### config.mk
export PLATFORM = sky130hd
export DESIGN_NAME = hangman_controller
export DESIGN_NICKNAME = d
export VERILOG_FILES = /design/src/rtl/hangman_controller.sv
export SDC_FILE = /design/constraint.sdc
export NUM_CORES = 1
export LEC_CHECK = 0
export CORE_UTILIZATION = 50
export DETAILED_ROUTE_END_ITERATION = 16
export PLACE_DENSITY = 0.81
export SYNTH_ARGS = -nofsm -noshare
export SYNTH_HDL_FRONTEND = slang
export SYNTH_SLANG_ARGS = --single-unit
### constraint.sdc
create_clock -name clk -period 7.1 [get_ports clk]
set_clock_uncertainty 0.15 [all_clocks]
set_input_delay 1.065 -clock clk [delete_from_list [all_inputs] [get_ports clk]]
set_output_delay 1.065 -clock clk [all_outputs]
set_load 0.005 [all_outputs]
### src/rtl/hangman_controller.sv
// hangman_controller: control FSM for a five-letter, seven-try Blind Hangman game.
module hangman_controller #(
  parameter int MAX_TRIES = 7,
  parameter int WORD_LEN  = 5
) (
  input  logic                clk,
  input  logic                reset,
  input  logic                start,
  input  logic                guess_valid,
  input  logic [WORD_LEN-1:0] input_char_eq_word,
  output logic                guessed_letters_is_done,
  output logic                s_tries,
  output logic                en_tries,
  output logic [2:0]          s_guessed_letters,
  output logic [2:0]          en_guessed_letters,
  output logic                en_word_index,
  output logic                en_input_char,
  output logic                s_win,
  output logic                en_win,
  output logic                s_lose,
  output logic                en_lose,
  output logic [2:0]          tries_left
);
  typedef enum logic [2:0] {IDLE, INIT, WAIT, CHECK, WIN, LOSE} state_t;
  state_t              r_state;
  logic [2:0]          r_tries;
  logic [2:0]          r_count;
  logic [WORD_LEN-1:0] r_mask;
  logic                r_first;
  logic [WORD_LEN-1:0] w_new;
  logic [2:0]          w_pop;
  logic [2:0]          w_count_next;
  logic                w_miss;
  assign w_new        = input_char_eq_word & ~r_mask;
  assign w_miss       = input_char_eq_word == '0;
  assign w_count_next = r_count + w_pop;
  always_comb begin
    w_pop = '0;
    for (int k = 0; k < WORD_LEN; k++) w_pop = w_pop + 3'(w_new[k]);
  end
  always_ff @(posedge clk) begin
    if (reset) begin
      r_state <= IDLE;
      r_tries <= '0;
      r_count <= '0;
      r_mask  <= '0;
      r_first <= 1'b0;
    end else begin
      // the first cycle of WIN/LOSE is the one right after CHECK
      r_first <= r_state == CHECK;
      case (r_state)
        IDLE: if (start) r_state <= INIT;
        INIT: begin
          r_tries <= 3'(MAX_TRIES);
          r_count <= '0;
          r_mask  <= '0;
          r_state <= WAIT;
        end
        WAIT: r_state <= start ? INIT : guess_valid ? CHECK : WAIT;
        CHECK: begin
          if (w_miss) begin
            r_tries <= (r_tries != '0) ? r_tries - 3'd1 : r_tries;
            r_state <= (r_tries == 3'd1) ? LOSE : WAIT;
          end else begin
            r_mask  <= r_mask | input_char_eq_word;
            r_count <= w_count_next;
            r_state <= (w_count_next == 3'(WORD_LEN)) ? WIN : WAIT;
          end
        end
        WIN, LOSE: if (start) r_state <= INIT;
        default: r_state <= IDLE;
      endcase
    end
  end
  always_comb begin
    s_tries                 = r_state == INIT;
    en_tries                = (r_state == INIT) || (r_state == CHECK && w_miss);
    en_word_index           = r_state == INIT;
    en_input_char           = (r_state == WAIT) && guess_valid && !start;
    en_guessed_letters      = (r_state == CHECK) ? w_pop : 3'd0;
    s_win                   = r_state == WIN;
    en_win                  = (r_state == INIT) || (r_state == WIN && r_first);
    s_lose                  = r_state == LOSE;
    en_lose                 = (r_state == INIT) || (r_state == LOSE && r_first);
    s_guessed_letters       = r_count;
    guessed_letters_is_done = r_count == 3'(WORD_LEN);
    tries_left              = r_tries;
  end
endmodule

# ---- Word-level counts from Yosys, hierarchy flattened
# Cells that the tools add are included.
dict set report word_totals {
  ff_bits 15
  out_inout_bits 18
  word_cells 57
  in_bits 9
}
dict set report op_classes {
  bitwise 3
  n_addsub 6
  reduce_logical 16
  mux 15
  n_eq_ne 12
}
# operator count
set op_table {}
lappend op_table {{$mux W3} 8}
lappend op_table {{$eq A3 B3 Y1 const B} 4}
lappend op_table {{$pmux W3 S2} 2}
lappend op_table {{$pmux W3 S4} 1}
lappend op_table {{$pmux W5 S2} 1}
lappend op_table {{$add A3 B1 Y3} 2}
lappend op_table {{$eq A3 B1 Y1 const B} 2}
lappend op_table {{$eq A3 B2 Y1 const B} 2}
lappend op_table {{$and A5 B5 Y5} 1}
lappend op_table {{$logic_and A1 B1 Y1} 5}
lappend op_table {{$logic_not A5 Y1} 1}
lappend op_table {{$mux W5} 1}
lappend op_table {{$not A5 Y5} 1}
lappend op_table {{$or A5 B5 Y5} 1}
lappend op_table {{$ne A2 B1 Y1 const B} 2}
lappend op_table {{$ne A2 B2 Y1 const B} 2}
lappend op_table {{$add A2 B1 Y3} 1}
lappend op_table {{$add A3 B3 Y3} 1}
lappend op_table {{$logic_not A3 Y1} 1}
lappend op_table {{$logic_or A1 B1 Y1} 3}
lappend op_table {{$reduce_and A3 Y1} 1}
lappend op_table {{$reduce_bool A3 Y1} 1}
lappend op_table {{$reduce_or A3 Y1} 1}
lappend op_table {{$sub A3 B1 Y3 const B} 1}
lappend op_table {{6 further kinds} 6}

# ---- Longest topological paths before layout
dict set report depth {
  word_depth 11
  ltp_mapped 11
  depth_no_buf 11
}

# ---- Worst setup path before layout
# No wires, ideal clock.
dict set report synth_timing {
  path_kind {input port to output port}
  from {input input_char_eq_word[0]}
  to {output en_guessed_letters[1]}
  arrival_ps 2617
  required_ps 5885
  slack_ps 3268
  cell_stages 7
  path_buffers 0
  cell_sequence {or2b_1 > fa_1 > fa_1 > inv_1 > ha_1 > inv_1 > nor2_1}
}
dict set report synth_between {
  elab_chain_cells 6
}
# element line_no
set synth_rtl {}
lappend synth_rtl {{start, declared} 10} ;# input logic [WORD_LEN-1:0] input_char_eq_word,
lappend synth_rtl {{$and A5 B5 Y5} 34} ;# assign w_new = input_char_eq_word & ~r_mask;
lappend synth_rtl {{$add A1 B1 Y2} 39} ;# for (int k = 0; k < WORD_LEN; k++) w_pop = w_pop + 3'(w_new[k]);
lappend synth_rtl {{$add A2 B1 Y3} 39}
lappend synth_rtl {{$add A3 B1 Y3 (2 in series)} 39}
lappend synth_rtl {{$mux W3} 80} ;# en_guessed_letters = (r_state == CHECK) ? w_pop : 3'd0;
lappend synth_rtl {{end, declared} 15} ;# output logic [2:0] en_guessed_letters,
# Every way passes these cells.

# ---- Worst setup path after layout
dict set report layout_timing {
  from {input input_char_eq_word[0]}
  to {output en_guessed_letters[2]}
}
# The elaborated chain is that of the path after synthesis.

==> results.yml <==
run_status:
  status: "finished, final reports clean"
routing:
  vias: 930
  drtIter0Drc: 18
  routedWlPerCell_um: 13.43
  drcViolationCount: 0
  ant_nets: 0
  via_per_inst: 5.636
  first_pass_iters: 4
  wl_um: 2216
timing:
  setup_violations: 0
  layout_min_cycle_time_ns: 4.864
  worst_pin_slew_ns: 0.9284
  timing.hold.ws_ns: 0.3593
  final.period_utilization_pct: 68.51
  finalMaxSlewViolations: 0
  max_freq_mhz: 205.6
  fin_tns_setup_ns: 0
  rsz0062_at_grt: "false"
  hold_viol_final: 0
  relSlewSlack_pct: 37.98
final_layout:
  layout_commonest_cell: "clkdlybuf4s50_1"
  layout_common_cells: "26 x clkdlybuf4s50_1, 15 x dfxtp_1, 9 x inv_1"
  drive_above_1_share_pct: 5.714
  antennaDiodeCount: 0
  area_growth_syn_to_layout_pct: 28.32
  fin_nets: 158
power_and_ir_drop:
  ir_drop_mv: 0.1730
  p_switching_uw: 90.28
  intPower_uw: 166.7
  combPwrFrac_pct: 38.8
  p_total_uw: 257.0
  leakage_uw: 0.0004907
  p_clk_share_pct: 19.2
  power_frac_seq_pct: 42.0
  switching_share_pct: 35.13
  powerDensity_nw_per_um2: 200.6
die:
  io_pins: 27
  start_util_pct: 55.42
  rows: 15
  dieHeight_um: 46.69
  core_region_area_um2: 1802
  die_x_um: 46.69
  dieArea_um2: 2179
logic_synthesis:
  async_flop_share_pct: 0
  ys_ff_latch: 15
  syn-cell-area_um2: 998.5
  syn_nets: 135
  synth_top_area_share_pct: 30.08
  synth_enable_flop_cells: 0
  yosys_warnings: 0
  yosys.area.top_type: "dfxtp_1"
  ys.flop_type: "dfxtp_1"
  synth_seq_area_share_pct: 30.08
  synth_cell_types: 41
  netlist_instances: 118
  syn_area_per_cell_um2: 8.462
  ys_top_cells_by_area: "dfxtp_1 30%, ha_1 6.3%, fa_1 6.0%"
clock_tree:
  clk_path_buf_depth: 2
  htree_levels: 1
  cts.sinks: 15
  numCtsBuffers: 3
  clk_latency_ns: 0.28
  holdBufCountCts: 0
  cts_setup_buffers: 0
  clk_pin_slew_worst_paths_ns: 0.09
  root_buffer: "clkbuf_4"
  cts_resized: 0
  cts_tree: "yes"
critical_path:
  cp_data_arrival_time_ns: 3.65
  crit_fanout: 3
  worst-endpoint-required_ns: 5.88
  critical_path_class: "primary input to primary output"
  cp-start-kind: "primary input"
  rr_worst_depth: 11
  critPathCaptureType: "primary output"
grt:
  overflow: 0
  grt_pass1_vias: 816
  grt_pass1_wl_um: 3484
  grt_usage_pct: 22.65
  grt_max_degree: 21
  antenna_found_initial: 0
worst_hold_path:
  holdPathStages: 2
  hp-class: "flip-flop to flip-flop"
place:
  place_congestion: 0.8190
  dp_hpwl_um: 1666
  port_buffers: 26
run:
  max_cap_viol_count: 0
-- stage by stage --
stage / utilization, % / std cells / cell area, um2 / setup slack (ns)
2_1_floorplan: - / 118 / 998.5 / 3.268
3_3_place_gp: 69.58 / 161 / 1254 / 2.291
3_5_place_dp: 69.58 / 161 / 1254 / 2.217
4_1_cts: 71.11 / 165 / 1281 / 2.217
5_1_grt: 71.11 / 165 / 1281 / 2.136
6_report: 71.11 / 165 / 1281 / 2.236
-- cell families (layout without fill, tap and decap cells) --
logic type | after synthesis | in the layout | synth area share [%]
simple gates | 52 | 52 | 29.33
compound gates | 23 | 23 | 17.04
buf+inv | 17 | 39 | 7.017
flops | 15 | 15 | 30.08
fa+ha+maj | 8 | 8 | 12.28
mux | 2 | 2 | 2.005
xor+xnor | 1 | 1 | 2.255
-- synthesized netlist by cell type (all sizes together) (3+ instances only) --
master  number
nand2        6
or3          3
nor2         8
nand3        4
clkbuf       6
nand2b       7
dfxtp       15
fa           3
a31oi        4
inv          9
a21oi        8
nor3         8
nor2b        3
ha           5
-- layout make-up --
| type | count | area, um2 |
|---|---|---|
| Multi-Input combinational cell | 86 | 628.1 |
| Fill cell | 154 | 520.5 |
| Sequential cell | 15 | 300.3 |
| Timing Repair Buffer | 26 | 260.3 |
| Inverter | 9 | 33.78 |
| Tap cell | 25 | 31.28 |
| Clock buffer | 3 | 22.52 |
| Clock inverter | 1 | 5.005 |
-- layer usage --
layer	GRT usage (%)	share of wire [%]
met5	0	0
met4	13.14	2.4
met3	2.353	5.1
met2	35.28	47
met1	30.00	45
-- flip-flops by register name (all words and copies together), names as in the netlist --
register / count
s_guessed_letters: 3
r_mask: 5
r_state: 3
tries_left: 3
r_first: 1
-- path summary, 6_finish.rpt --
kind | slack [ns] | to | from
setup / recovery | 2.24 | en_guessed_letters[2] | input_char_eq_word[0]
setup reg to reg | 3.97 | r_state[2] | r_mask[0]
hold / removal | 0.36 | r_mask[3] | r_mask[3]
hold reg to reg | 0.36 | r_mask[3] | r_mask[3]
-- worst max-delay path, stage by stage --
cell	delay, ns
clkdlybuf4s50_1	0.49
or2b_1	0.25
fa_1	0.53
fa_1	0.44
inv_1	0.06
ha_1	0.16
and3_1	0.15
clkdlybuf4s50_1	0.50
-- power groups by stage --
| stage | combinational, uW | sequential, uW | clock, uW |
|---|---|---|---|
| CTS | 100 | 107 | 48.8 |
| global placement | 96.0 | 109 | 0 |
| global route | 110 | 110 | 51.9 |
| finish | 99.7 | 108 | 49.3 |
| detailed placement | 99.4 | 109 | 0 |
| floorplan | 67.6 | 102 | 0 |
Note: power is estimated with default switching activity, not from simulation.
